$ cat config.mk
export PLATFORM = sky130hd
export DESIGN_NAME = iram_port_arb
export DESIGN_NICKNAME = d
export VERILOG_FILES = /design/src/rtl/iram_port_arb.sv
export SDC_FILE = /design/constraint.sdc
export NUM_CORES = 1
export LEC_CHECK = 0
export CORE_AREA = 2 2 266 268
export DETAILED_ROUTE_END_ITERATION = 10
export DIE_AREA = 0 0 268 270
export GPL_TIMING_DRIVEN = 0
export MAX_ROUTING_LAYER = met4
export PLACE_DENSITY = 0.42
export REMOVE_ABC_BUFFERS = 1
export SLEW_MARGIN = 20
export SYNTH_ARGS = -nofsm -noshare
export SYNTH_HDL_FRONTEND = slang
export SYNTH_SLANG_ARGS = --single-unit
$ cat constraint.sdc
create_clock -name clk -period 5.77 [get_ports clk]
set_input_delay 0.8655 -clock clk [delete_from_list [all_inputs] [get_ports clk]]
set_output_delay 0.8655 -clock clk [all_outputs]
set_load 0.05 [all_outputs]
$ cat src/rtl/iram_port_arb.sv
// rtl/iram_port_arb.sv - iram boot sequencer and CPU/loader port arbiter.
// Optional console snoop: define IRAM_PORT_ARB_CONSOLE_EN.
module iram_port_arb #(
  parameter int AW = 32,
  parameter int LINE_AW = 24,
  parameter int REL_CYCLES = 4,
  parameter int LD_MAX_WAIT = 8,
  parameter logic [AW-1:0] CONSOLE_ADDR = 32'h01ff_fff0
) (
  input  logic               clk,
  input  logic               rst_b,
  input  logic               ld_req,
  output logic               ld_gnt,
  input  logic [AW-1:0]      ld_addr,
  input  logic [31:0]        ld_wdata,
  input  logic               ld_done,
  input  logic               cpu_req,
  output logic               cpu_gnt,
  input  logic               cpu_wen,
  input  logic [AW-1:0]      cpu_addr,
  input  logic [127:0]       cpu_wdata,
  input  logic [15:0]        cpu_wstrb,
  output logic               cpu_rvalid,
  output logic [127:0]       cpu_rdata,
  output logic               ram_cen,
  output logic               ram_wen,
  output logic [LINE_AW-1:0] ram_addr,
  output logic [127:0]       ram_wdata,
  output logic [15:0]        ram_wstrb,
  input  logic [127:0]       ram_rdata,
  output logic               cpu_rst_hold,
  output logic               con_valid,
  output logic [7:0]         con_char
);

  localparam int WW = $clog2(LD_MAX_WAIT + 1);

  typedef enum logic [1:0] {ST_BOOT, ST_RELEASE, ST_RUN} state_t;

  state_t        state;
  logic [7:0]    rel_cnt;
  logic [WW-1:0] ld_wait;
  logic          rvalid_q;
  logic          forced;
  logic          ld_win;
  logic          cpu_win;

  // Before RUN the CPU is held in reset, so the loader owns the SRAM outright.
  always_comb begin
    forced  = (state == ST_RUN) && (ld_wait == WW'(LD_MAX_WAIT));
    ld_win  = 1'b0;
    cpu_win = 1'b0;
    if (rst_b) begin
      if (state != ST_RUN) begin
        ld_win = ld_req;
      end else begin
        cpu_win = cpu_req && !forced;
        ld_win  = ld_req && (!cpu_req || forced);
      end
    end
  end

  assign ld_gnt  = ld_win;
  assign cpu_gnt = cpu_win;

  always_comb begin
    ram_cen   = ld_win || cpu_win;
    ram_wen   = 1'b0;
    ram_addr  = '0;
    ram_wdata = '0;
    ram_wstrb = '0;
    if (cpu_win) begin
      ram_wen   = cpu_wen;
      ram_addr  = cpu_addr[LINE_AW+3:4];
      ram_wdata = cpu_wdata;
      ram_wstrb = cpu_wen ? cpu_wstrb : 16'h0000;
    end else if (ld_win) begin
      ram_wen   = 1'b1;
      ram_addr  = ld_addr[LINE_AW+3:4];
      ram_wdata = {96'b0, ld_wdata} << {ld_addr[3:2], 5'b0};
      ram_wstrb = 16'h000f << {ld_addr[3:2], 2'b0};
    end
  end

  // rel_cnt holds REL_CYCLES on the first RELEASE cycle and the FSM enters RUN
  // as it steps 2->1, so the hold drops REL_CYCLES cycles after ld_done.
  always_ff @(posedge clk or negedge rst_b) begin
    if (!rst_b) begin
      state        <= ST_BOOT;
      cpu_rst_hold <= 1'b1;
      rel_cnt      <= 8'd0;
      ld_wait      <= '0;
      rvalid_q     <= 1'b0;
    end else begin
      rvalid_q <= cpu_win && !cpu_wen;

      if ((state == ST_RUN) && ld_req && !ld_win) begin
        if (ld_wait != WW'(LD_MAX_WAIT)) ld_wait <= ld_wait + 1'b1;
      end else begin
        ld_wait <= '0;
      end

      case (state)
        ST_BOOT: begin
          if (ld_done) begin
            rel_cnt <= 8'(REL_CYCLES);
            if (REL_CYCLES <= 1) begin
              state        <= ST_RUN;
              cpu_rst_hold <= 1'b0;
            end else begin
              state <= ST_RELEASE;
            end
          end
        end
        ST_RELEASE: begin
          rel_cnt <= rel_cnt - 8'd1;
          if (rel_cnt <= 8'd2) begin
            state        <= ST_RUN;
            cpu_rst_hold <= 1'b0;
          end
        end
        ST_RUN: begin
          cpu_rst_hold <= 1'b0;
        end
        default: begin
          state        <= ST_BOOT;
          cpu_rst_hold <= 1'b1;
        end
      endcase
    end
  end

  assign cpu_rvalid = rvalid_q;
  assign cpu_rdata  = rvalid_q ? ram_rdata : 128'b0;

`ifdef IRAM_PORT_ARB_CONSOLE_EN
  logic       con_hit;
  logic [7:0] con_sel;

  // Only a single fully-enabled 32-bit word counts as a console character.
  always_comb begin
    con_hit = 1'b0;
    con_sel = 8'h00;
    if (cpu_win && cpu_wen && (cpu_addr[AW-1:4] == CONSOLE_ADDR[AW-1:4])) begin
      case (cpu_wstrb)
        16'h000f: begin con_hit = 1'b1; con_sel = cpu_wdata[7:0];   end
        16'h00f0: begin con_hit = 1'b1; con_sel = cpu_wdata[39:32]; end
        16'h0f00: begin con_hit = 1'b1; con_sel = cpu_wdata[71:64]; end
        16'hf000: begin con_hit = 1'b1; con_sel = cpu_wdata[103:96]; end
        default:  begin con_hit = 1'b0; con_sel = 8'h00; end
      endcase
    end
  end

  always_ff @(posedge clk or negedge rst_b) begin
    if (!rst_b) begin
      con_valid <= 1'b0;
      con_char  <= 8'h00;
    end else begin
      con_valid <= con_hit;
      con_char  <= con_sel;
    end
  end
`else
  assign con_valid = 1'b0;
  assign con_char  = 8'h00;

  logic unused_console;
  assign unused_console = &{1'b0, CONSOLE_ADDR};
`endif

  logic unused_addr;
  assign unused_addr = &{1'b0, ld_addr[AW-1:LINE_AW+4], ld_addr[1:0],
                         cpu_addr[AW-1:LINE_AW+4], cpu_addr[3:0]};

endmodule

==> flow_summary.toml <==
[status]
run_status = "complete, no violations"

[setup_path]
crit_path_end_kind = "output pin"
path_buf_inv = 3
timing.critical_path.arrival_ns = 4.06
r2r_start = "rel_cnt[4]"
critPathMaxFanout = 54
timing.critical_path.slowest_stage_cell = "clkdlybuf4s50_1"
cp_top_family = "buffers and inverters"
cp_cell_sequence = "clkdlybuf4s50_1 -> and3_4 -> buf_16 -> nand2_1 -> o21ai_0 -> clkdlybuf4s50_1"
crit_type = "in2out"
cp_startpoint_kind = "primary input"
worst_path_largest_cell_delay_ns = 0.90
crit_start = "cpu_req"
path_common_cell = "clkdlybuf4s50_1"
worst-r2r-setup-slack_ns = 3.64
cp.required_ns = 4.90

[routing]
drt_wl_total_um = 55200
initialDrtViolationCount = 511
avgViaCountPerCell = 3.73
highest-signal-layer = "met4"
wl_met2_um = 26300
met1Wirelength_um = 21900
drt_pre_antenna_iters = 5
route.met3.wl_um = 5460
drtAntennaViolNets = 0
wire_per_inst_um = 23.3
routed-via-count = 8814
drc = 0

[cells_and_area]
drive_gt1_share_pct = 2.27
final_net_count = 1789
layout.core_utilization_pct = 18.0
area.growth.synth_to_final_pct = 172
final_common_cell = "clkdlybuf4s50_1"
final_cell_mix = "659 x clkdlybuf4s50_1, 175 x nand2_1, 157 x a21oi_1"

[timing]
final-max-slew-violation-count = 0
tightest_hold_margin_ns = 0.469
grt_setup_unrepaired = "no"
min_period_ns = 4.92
timing.final.setup_violations = 0
fin_ws_ns = 0.847
final.period_utilization_pct = 85.3
max_clock_freq_mhz = 203
max_slew_margin_pct = 34.3
report.final.hold_viol_count = 0
worst_slew_pin_slew_ns = 0.982
worst_clock_skew_ns = 0.00113
setup-tns-final_ns = 0

[hold_path]
worst_hold_class = "reg2reg"
hold_path_startpoint = "cpu_rst_hold"

[logic_synthesis]
synth_top_flop_cell = "dfrtp_1"
synth-seq-cells = 16
synth.yosys.warnings = 0
synth_area_per_cell_sq_um = 5.53
syn-instance-count = 831
async_set_or_reset_flop_fraction_in_the_synthesized_netlist_pct = 100
synth.cell_area_sq_um = 4600
synth_edf_count = 0
synth_seq_area_share_pct = 8.73
ys_types = 35

[floorplanning]
die_width_um = 268
fp.dieArea_sq_um = 72400
core_area_sq_um = 69500
num_io_pins = 685
die_h_um = 270
fp-row-count = 97
starting_utilization_of_the_core_area_pct = 6.61

[pwr]
power.leakage_nw = 3.93
power.share.sequential_pct = 12.4
pwr-share-clk_pct = 10.5
irDropWorstVdd_v = 0.0000885
power.density_cell_area_nw_per_um2 = 113
netSwitchingPower_mw = 0.700
netSwitchingFraction_pct = 49.5
p_int_mw = 0.714
combPwrFrac_pct = 77.0

[global_route]
gr-usage-all-layers_pct = 14.7
grt_first_pass_wirelength_um = 72500
antenna_found_initial = 41
largest_net_degree_at_the_start_of_global_routing = 101
first_global_vias = 9029
gr-total-overflow = 0

[clock_network]
post-cts-setup-buffers = 0
clock_insertion_delay_worst_skew_ns = 0.24
ctsRootBufferMaster = "clkbuf_16"
ctsLongestPathBuffers = 2
cts_buffers = 3
htreeDepth = 1
postCtsResizedCells = 0
cts-hold-fix-buffers = 0
tritoncts = "done"
clock_pin_slew_on_the_worst_setup_and_hold_paths_ns = 0.05
cts_sinks = 16

[run]
cap_viol_max_count = 0

[placed_design]
pre_cts_setup_slack_ns = 0.669
place.port_buffers = 661
dp_hpwl_um = 48100
routabilityCongestion = 0.878
cell families (layout without fill, tap and decap cells):
logic type,Yosys count,in the layout,synth area share (%)
AO/OA/AOI/OAI,184,184,20.4
buffers and inverters,119,687,10.7
flip-flops,16,16,8.73
other,1,28,0.0815
adder cells (fa/ha/maj),7,7,1.90
XOR/XNOR,6,6,1.14
AND/OR/NAND/NOR,495,495,56.3
multiplexers,3,3,0.707
state kept, by name (all words and copies together), names as in the netlist:
signal,cells
cpu_rvalid,1
ld_wait,4
cpu_rst_hold,1
state,2
rel_cnt,8
power by group through the flow:
stage               Clock, mW  Sequential, mW  Combinational (mW)
floorplan                   0           0.185               0.507
global placement            0           0.178                1.06
detailed placement          0           0.178                1.09
CTS                     0.152           0.175                1.10
global route            0.159           0.179                1.15
finish                  0.149           0.176                1.09
per-layer routing:
metal  global-route usage [%]  vias up
li1                         -     4059
met1                     16.3     4152
met2                     23.9      547
met3                     5.15       56
met4                     5.91        0
met5                        -        -
synthesized netlist by cell type, types with 3 or more instances:
master    count  share of area [%]
inv_1         7               0.57
xor2_1        5               0.95
a21oi_1     157                 17
nor3_1        3               0.33
o21ai_0      20                2.2
nor2_1       15                1.2
nand2_1     175                 14
nand3_1      30                3.3
and2_1      129                 18
nand4_1     132                 18
dfrtp_1      15                8.2
nor2b_1       3               0.41
buf_1        12               0.98
buf_2         9               0.98
clkbuf_1     81                6.6
ha_1          7                1.9
buf_4         9                1.5
metrics by stage:
| step | cell area (sq um) | instances | total power, mW |
|---|---|---|---|
| 2_1_floorplan | 4170 | 728 | 0.692 |
| 3_3_place_gp | 12000 | 2329 | 1.24 |
| 3_5_place_dp | 12400 | 2343 | 1.27 |
| 4_1_cts | 12400 | 2347 | 1.42 |
| 5_1_grt | 12500 | 2365 | 1.49 |
| 6_report | 12500 | 2366 | 1.41 |
worst register-to-register path, cell delays in order, from the launching register on:
cell	delay, ns
dfrtp_1	0.42
or4_1	0.53
or4_4	0.53
a21oi_2	0.17
mux2_1	0.35
path summary, 6_finish.rpt:
check,cells past startpoint,endpoint
setup / recovery,6,ram_wstrb[0]
hold / removal,2,cpu_rst_hold
setup reg to reg,4,state[0]
hold reg to reg,2,cpu_rst_hold
max in group asynchronous,2,cpu_rvalid
min in group asynchronous,1,cpu_rst_hold
cell type report:
cell class / count / area (sq um)
fill: 7911 / 57000
timing repair buffer: 675 / 6960
multi-input combinational: 704 / 3780
tap: 940 / 1180
sequential: 16 / 405
clock buffer: 4 / 88.8
antenna: 19 / 47.5
inverter: 8 / 35.0
Note: power is estimated with default switching activity, not from simulation.
